**src/rtl/id_ex_stage.sv**
```systemverilog
`default_nettype none
// ============================================================================
// Module      : id_ex_stage
// Description : ID/EX pipeline register and operand-select stage for a
//               32-bit MIPS-style ALU. Registers the decoded instruction
//               fields, decodes aluop/funct into the 4-bit ALU control code,
//               forwards EX/MEM and MEM/WB results onto the ALU operands,
//               detects load-use hazards, inserts bubbles, honours
//               flush/hold and counts load-use bubbles (saturating).
// Revision    : 1.0 - initial release
// ----------------------------------------------------------------------------
// Ports
//   clk, rst_n                 clock (rising edge), async active-low reset
//   hold                       downstream stall, EX contents frozen
//   flush                      discard the instruction presented by ID
//   id_valid                   ID presents an instruction
//   id_rs_data, id_rt_data     register-file operand values
//   id_imm16                   instruction immediate
//   id_rs, id_rt, id_rd        register addresses
//   id_funct, id_aluop         ALU operation select
//   id_alusrc, id_regdst       operand-b / destination select
//   id_regwrite, id_memread,
//   id_memwrite, id_memtoreg   control bits carried into EX
//   exmem_*, memwb_*           forwarding sources (write enable, addr, value)
//   stall_id                   hold PC and IF/ID this cycle (load-use)
//   ex_valid                   EX holds a real instruction
//   alu_a, alu_b, alu_ctrl     ALU operands and control code
//   ex_store_data              forwarded rt value for stores
//   ex_wa                      destination register
//   ex_regwrite, ex_memread,
//   ex_memwrite, ex_memtoreg   controls, gated by ex_valid
//   bubble_cnt                 load-use bubbles inserted, saturating
// ============================================================================
module id_ex_stage #(
    parameter int DW = 32,
    parameter int CW = 16
) (
    input  logic          clk,
    input  logic          rst_n,
    input  logic          hold,
    input  logic          flush,
    input  logic          id_valid,
    input  logic [DW-1:0] id_rs_data,
    input  logic [DW-1:0] id_rt_data,
    input  logic [15:0]   id_imm16,
    input  logic [4:0]    id_rs,
    input  logic [4:0]    id_rt,
    input  logic [4:0]    id_rd,
    input  logic [5:0]    id_funct,
    input  logic [1:0]    id_aluop,
    input  logic          id_alusrc,
    input  logic          id_regdst,
    input  logic          id_regwrite,
    input  logic          id_memread,
    input  logic          id_memwrite,
    input  logic          id_memtoreg,
    input  logic          exmem_regwrite,
    input  logic [4:0]    exmem_wa,
    input  logic [DW-1:0] exmem_res,
    input  logic          memwb_regwrite,
    input  logic [4:0]    memwb_wa,
    input  logic [DW-1:0] memwb_res,
    output logic          stall_id,
    output logic          ex_valid,
    output logic [DW-1:0] alu_a,
    output logic [DW-1:0] alu_b,
    output logic [3:0]    alu_ctrl,
    output logic [DW-1:0] ex_store_data,
    output logic [4:0]    ex_wa,
    output logic          ex_regwrite,
    output logic          ex_memread,
    output logic          ex_memwrite,
    output logic          ex_memtoreg,
    output logic [CW-1:0] bubble_cnt
);

    // ALU control codes
    localparam logic [3:0] c_ALU_AND = 4'b0000;
    localparam logic [3:0] c_ALU_OR  = 4'b0001;
    localparam logic [3:0] c_ALU_ADD = 4'b0010;
    localparam logic [3:0] c_ALU_SUB = 4'b0110;
    localparam logic [3:0] c_ALU_SLT = 4'b0111;
    localparam logic [3:0] c_ALU_BAD = 4'b1111;

    // aluop encodings
    localparam logic [1:0] c_OP_ADD  = 2'b00;
    localparam logic [1:0] c_OP_SUB  = 2'b01;
    localparam logic [1:0] c_OP_RTYP = 2'b10;
    localparam logic [1:0] c_OP_ORI  = 2'b11;

    // R-type funct encodings
    localparam logic [5:0] c_FN_ADD = 6'b100000;
    localparam logic [5:0] c_FN_SUB = 6'b100010;
    localparam logic [5:0] c_FN_AND = 6'b100100;
    localparam logic [5:0] c_FN_OR  = 6'b100101;
    localparam logic [5:0] c_FN_SLT = 6'b101010;

    localparam logic [CW-1:0] c_CNT_ONE = {{(CW-1){1'b0}}, 1'b1};

    // EX-stage registers
    logic          r_ex_valid;
    logic          r_regwrite;
    logic          r_memread;
    logic          r_memwrite;
    logic          r_memtoreg;
    logic          r_alusrc;
    logic [3:0]    r_alu_ctrl;
    logic [4:0]    r_ex_wa;
    logic [4:0]    r_rs;
    logic [4:0]    r_rt;
    logic [DW-1:0] r_rs_data;
    logic [DW-1:0] r_rt_data;
    logic [DW-1:0] r_imm_ext;
    logic [CW-1:0] r_bubble_cnt;

    // Decode-side combinational values resolved at capture
    logic [3:0]    w_alu_ctrl;
    logic [DW-1:0] w_imm_ext;
    logic [4:0]    w_wa;
    logic          w_stall;

    // Forwarding
    logic          w_fwd_rs_exmem;
    logic          w_fwd_rs_memwb;
    logic          w_fwd_rt_exmem;
    logic          w_fwd_rt_memwb;
    logic [DW-1:0] w_rs_fwd;
    logic [DW-1:0] w_rt_fwd;

    always_comb begin
        w_alu_ctrl = c_ALU_BAD;
        case (id_aluop)
            c_OP_ADD: w_alu_ctrl = c_ALU_ADD;
            c_OP_SUB: w_alu_ctrl = c_ALU_SUB;
            c_OP_ORI: w_alu_ctrl = c_ALU_OR;
            c_OP_RTYP: begin
                case (id_funct)
                    c_FN_ADD: w_alu_ctrl = c_ALU_ADD;
                    c_FN_SUB: w_alu_ctrl = c_ALU_SUB;
                    c_FN_AND: w_alu_ctrl = c_ALU_AND;
                    c_FN_OR:  w_alu_ctrl = c_ALU_OR;
                    c_FN_SLT: w_alu_ctrl = c_ALU_SLT;
                    // Unknown funct: code the ALU treats as "result 0"
                    default:  w_alu_ctrl = c_ALU_BAD;
                endcase
            end
            default: w_alu_ctrl = c_ALU_BAD;
        endcase
    end

    // ori is a logical op, so its immediate is zero-extended
    assign w_imm_ext = (id_aluop == c_OP_ORI) ? {{(DW-16){1'b0}}, id_imm16}
                                              : {{(DW-16){id_imm16[15]}}, id_imm16};

    assign w_wa = id_regdst ? id_rd : id_rt;

    // A load in EX whose destination is read by the instruction in ID cannot
    // be forwarded in time; stall ID one cycle. Suppressed under hold since
    // nothing moves anyway and the bubble must not be counted.
    assign w_stall = !hold && r_ex_valid && r_memread && (r_ex_wa != 5'd0) &&
                     id_valid && ((r_ex_wa == id_rs) || (r_ex_wa == id_rt));

    always_ff @(posedge clk or negedge rst_n) begin
        if (!rst_n) begin
            r_ex_valid   <= 1'b0;
            r_regwrite   <= 1'b0;
            r_memread    <= 1'b0;
            r_memwrite   <= 1'b0;
            r_memtoreg   <= 1'b0;
            r_alusrc     <= 1'b0;
            r_alu_ctrl   <= 4'b0000;
            r_ex_wa      <= 5'd0;
            r_rs         <= 5'd0;
            r_rt         <= 5'd0;
            r_rs_data    <= '0;
            r_rt_data    <= '0;
            r_imm_ext    <= '0;
            r_bubble_cnt <= '0;
        end else if (!hold) begin
            if (flush || w_stall) begin
                // Bubble: only validity and side-effect controls are cleared
                r_ex_valid <= 1'b0;
                r_regwrite <= 1'b0;
                r_memread  <= 1'b0;
                r_memwrite <= 1'b0;
                r_memtoreg <= 1'b0;
                // Only load-use bubbles are counted; flush takes priority
                if (!flush && (r_bubble_cnt != {CW{1'b1}})) begin
                    r_bubble_cnt <= r_bubble_cnt + c_CNT_ONE;
                end
            end else begin
                r_ex_valid <= id_valid;
                r_regwrite <= id_regwrite;
                r_memread  <= id_memread;
                r_memwrite <= id_memwrite;
                r_memtoreg <= id_memtoreg;
                r_alusrc   <= id_alusrc;
                r_alu_ctrl <= w_alu_ctrl;
                r_ex_wa    <= w_wa;
                r_rs       <= id_rs;
                r_rt       <= id_rt;
                r_rs_data  <= id_rs_data;
                r_rt_data  <= id_rt_data;
                r_imm_ext  <= w_imm_ext;
            end
        end
    end

    // Register 0 is hard-wired zero, so a write to it is never forwarded.
    // EX/MEM is younger than MEM/WB and therefore wins when both match.
    assign w_fwd_rs_exmem = exmem_regwrite && (exmem_wa == r_rs) && (r_rs != 5'd0);
    assign w_fwd_rs_memwb = memwb_regwrite && (memwb_wa == r_rs) && (r_rs != 5'd0);
    assign w_fwd_rt_exmem = exmem_regwrite && (exmem_wa == r_rt) && (r_rt != 5'd0);
    assign w_fwd_rt_memwb = memwb_regwrite && (memwb_wa == r_rt) && (r_rt != 5'd0);

    assign w_rs_fwd = w_fwd_rs_exmem ? exmem_res :
                      w_fwd_rs_memwb ? memwb_res : r_rs_data;
    assign w_rt_fwd = w_fwd_rt_exmem ? exmem_res :
                      w_fwd_rt_memwb ? memwb_res : r_rt_data;

    assign stall_id      = w_stall;
    assign ex_valid      = r_ex_valid;
    assign alu_a         = w_rs_fwd;
    assign alu_b         = r_alusrc ? r_imm_ext : w_rt_fwd;
    assign alu_ctrl      = r_alu_ctrl;
    assign ex_store_data = w_rt_fwd;
    assign ex_wa         = r_ex_wa;
    assign ex_regwrite   = r_regwrite & r_ex_valid;
    assign ex_memread    = r_memread  & r_ex_valid;
    assign ex_memwrite   = r_memwrite & r_ex_valid;
    assign ex_memtoreg   = r_memtoreg & r_ex_valid;
    assign bubble_cnt    = r_bubble_cnt;

endmodule
`default_nettype wire

```
**config.mk**
```make
export PLATFORM = sky130hd
export DESIGN_NAME = id_ex_stage
export DESIGN_NICKNAME = d
export VERILOG_FILES = /design/src/rtl/id_ex_stage.sv
export SDC_FILE = /design/constraint.sdc
export NUM_CORES = 1
export LEC_CHECK = 0
export ABC_CLOCK_PERIOD_IN_PS = 3030
export BUFFER_PORTS_ARGS = -buffer_cell sky130_fd_sc_hd__buf_2
export CORE_ASPECT_RATIO = 1.25
export CORE_UTILIZATION = 45
export DETAILED_ROUTE_END_ITERATION = 10
export PLACE_DENSITY = 0.82
export SKIP_LAST_GASP = 1
export SYNTH_ARGS = -nofsm -noshare
export SYNTH_HDL_FRONTEND = slang
export SYNTH_SLANG_ARGS = --single-unit
```
**constraint.sdc**
```tcl
create_clock -name clk -period 3.03 [get_ports clk]
set_clock_uncertainty 0.1 [all_clocks]
set_input_delay 0.303 -clock clk [delete_from_list [all_inputs] [get_ports clk]]
set_output_delay 0.303 -clock clk [all_outputs]
set_load 0.01 [all_outputs]
```
==> reports/results.txt <==
Tmin final - 2930 ps
Tightest Hold Check Type - in -> reg
final slew viol count - 0
post-synth cell types - 43
initial antenna violation count - 0
global-route wire length before repair - 34.9 mm
core area - 15,600 um^2
die span in x - 115 um
Util after Layout - 0.625
chain of cells forming the critical path - xor2_1 > nor4_2 > and2_1 > buf_4 > a221oi_1 > o31ai_2 > buf_2
sequential area share after synthesis - 0.428
Sequential cell area - 3050 um^2
GRT overflow - 0
CTS max path bufs - 2
CTS root buffer - clkbuf_16
HPWL after DPL - 16.4 mm
TritonCTS clock tree - built
CP required - 2630 ps
most frequent cells in the layout - 315 x buf_2, 121 x dfrtp_1, 75 x mux2_2
cell area power density - 581 nW/um^2
CP max-delay cell - dfrtp_1
reg2reg path depth - 6
startpoint types - flop
total number of vias - 7,033
Starting Density - 0.458
yosys warns - 0
vias in the first global route - 6,850
reg2reg start - bubble_cnt[0]
Max-cap violations - 0
Die Y - 143 um
unrepaired setup endpoints after global routing - yes
crit share post-route - 0.967
H-tree levels - 4
CP endpoint kind - output port
drt total wl - 22.9 mm
Iteration-0 DRC Markers - 436
synthesized flop and latch total - 122
timing-limited maximum frequency - 341 MHz
Worst R2R Setup Slack - 450 ps
crit path kind - reg -> out
WP buf/inv - 2
final hold vios - 0
CP Data Arrival Time - 2530 ps
RD Place Congestion - 0.849
DRC viols - 0
Total GRT Usage - 0.279
Via density - 5.62
Setup WS post-layout - 101 ps
Sinks on Clock Net - 122
post-route ant nets - 0
Syn Nets - 911
Slew HR - 0.482
area grow syn2layout - 36.4%
status - complete, no violations
share of layout cells above drive strength 1 - 0.438
first-pass detailed-route iteration total - 4
Ports - 317
Pleak - 4.63 nW
Num CTS Buffers - 17
row count - 51
clk_lat worst skew - 420 ps
DP Worst Slack - 460 ps
largest net degree at the start of global routing - 69
final net count - 1,219
worst hold start - id_rt_data[24]
Setup crit start - r_rt[3]
CP max FO - 15
n_diodes - 0
PortBufs - 316
CP max stage delay - 430 ps
Hold Path Depth - 2
multi-input logic area - 3820 um^2
Final setup viols - 0
DR WL/cell - 18.3 um
syn_area_per_cell - 9.91 um^2
layout filler cell count - 1,315
most common cell after layout, fill and taps aside - buf_2
Worst-path clk slew - 60 ps
Mapped Cells - 720
die area - 16,400 um^2
Top delay family on crit path - simple AND/OR/NAND/NOR gates
worst-margin pin slew - 775 ps
Hold EP - r_rt_data[24]
maximum VDD drop - 0.310 mV
post-synthesis cell area - 7140 um^2
R2R Path End - bubble_cnt[1]
worst max-delay path by stage:
stage / cells after the start / slack (ps) / to
detailed placement: 7 / 460 / alu_b[29]
global placement: 7 / 460 / alu_b[29]
global route: 7 / -30 / alu_b[29]
finish: 7 / 100 / alu_b[29]
CTS: 7 / 80 / alu_b[29]
floorplan: 7 / 650 / alu_b[20]
cells in the mapped netlist, drive strengths merged:
cell     count  area, um^2
nor3        23         115
inv         24        90.1
mux2i       49         490
nand3       13        65.1
a21oi       20         104
o31ai       15         113
a221oi      31         272
ha           1        12.5
a211o        1        8.76
nand4b       1        8.76
o2111ai      1        15.0
o311ai       1        8.76
xor2        11        96.3
clkbuf      36         135
nor2b        1        6.26
a22o         5        43.8
or2          2        12.5
mux2        87         980
nor4         6        43.8
or4          3        22.5
nand4       14        87.6
a211oi       1        7.51
buf         16         104
dfrtp      122        3050
and3        20         125
nor2        54         203
o22ai       21         131
and4         1        8.76
o221ai       1        8.76
and2         9        56.3
o21ai       33         165
xnor2       33         289
nand2b       4        25.0
o32a         1        10.0
nand2       59         221
layout make-up:
cell class                      instances  share of cell area
Multi-Input combinational cell        522               0.392
Sequential cell                       122               0.314
Timing Repair Buffer                  341               0.191
Clock buffer                           24              0.0526
Tap cell                              212              0.0272
Clock inverter                          7              0.0139
Inverter                               24             0.00925
flip-flops by register name (all words and copies together), names as in the netlist:
name        cells
r_rs            5
ex_valid        1
r_regwrite      1
r_memread       1
alu_ctrl        4
r_rt            5
r_rt_data      32
r_alusrc        1
r_imm_ext      17
r_rs_data      32
r_memwrite      1
bubble_cnt     16
r_memtoreg      1
ex_wa           5
per-layer routing:
layer | share of wire | GRT usage
met1 | 0.38 | 0.318
met2 | 0.51 | 0.482
met3 | 0.082 | 0.0713
met4 | 0.036 | 0.137
met5 | 0 | 0
through the flow:
| stage | area (um^2) | hold WS [ps] | power, W | setup TNS, ps | std cells |
|---|---|---|---|---|---|
| 2_1_floorplan | 7140 | -92.6 | 0.00278 | 0 | 720 |
| 3_3_place_gp | 9000 | 114 | 0.00339 | 0 | 1215 |
| 3_5_place_dp | 9000 | 114 | 0.00343 | 0 | 1215 |
| 4_1_cts | 9720 | 0.0666 | 0.00567 | 0 | 1252 |
| 5_1_grt | 9740 | 3.98 | 0.00591 | -25.4 | 1252 |
| 6_report | 9740 | 10.1 | 0.00566 | 0 | 1252 |
power breakdown:
part	total (W)	internal, W	switching, W
clock network	0.00221	0.00150	0.000714
logic	0.00145	0.000685	0.000764
registers	0.00200	0.00183	0.000163
total	0.00566	0.00402	0.00164
worst register-to-register path: stages (launching register included):
cell	delay (ps)
dfrtp_1	440
ha_1	220
nand4_1	230
nor4_1	590
nor2_1	340
nand3_1	220
mux2_2	340
cells by family after synthesis:
family                     count (synthesis)  synth area share
muxes                                    136             0.206
DFF                                      122             0.428
and+or+nand+nor                          210             0.140
AOI/OAI and AO/OA                        131             0.124
buffers and inverters                     76            0.0461
adders and majority gates                  1           0.00175
xor gates and xnor gates                  44            0.0540
repair_timing:
item / in CTS / in global routing
buffers inserted: 0 / 0
hold buffers: 6 / 0
hold endpoints to repair: 26 / 0
gates cloned: 0 / 0
gates resized for setup: 2 / 2
endpoints found under the setup margin: 2 / 2
No activity file was read; power rests on OpenSTA's default activity.
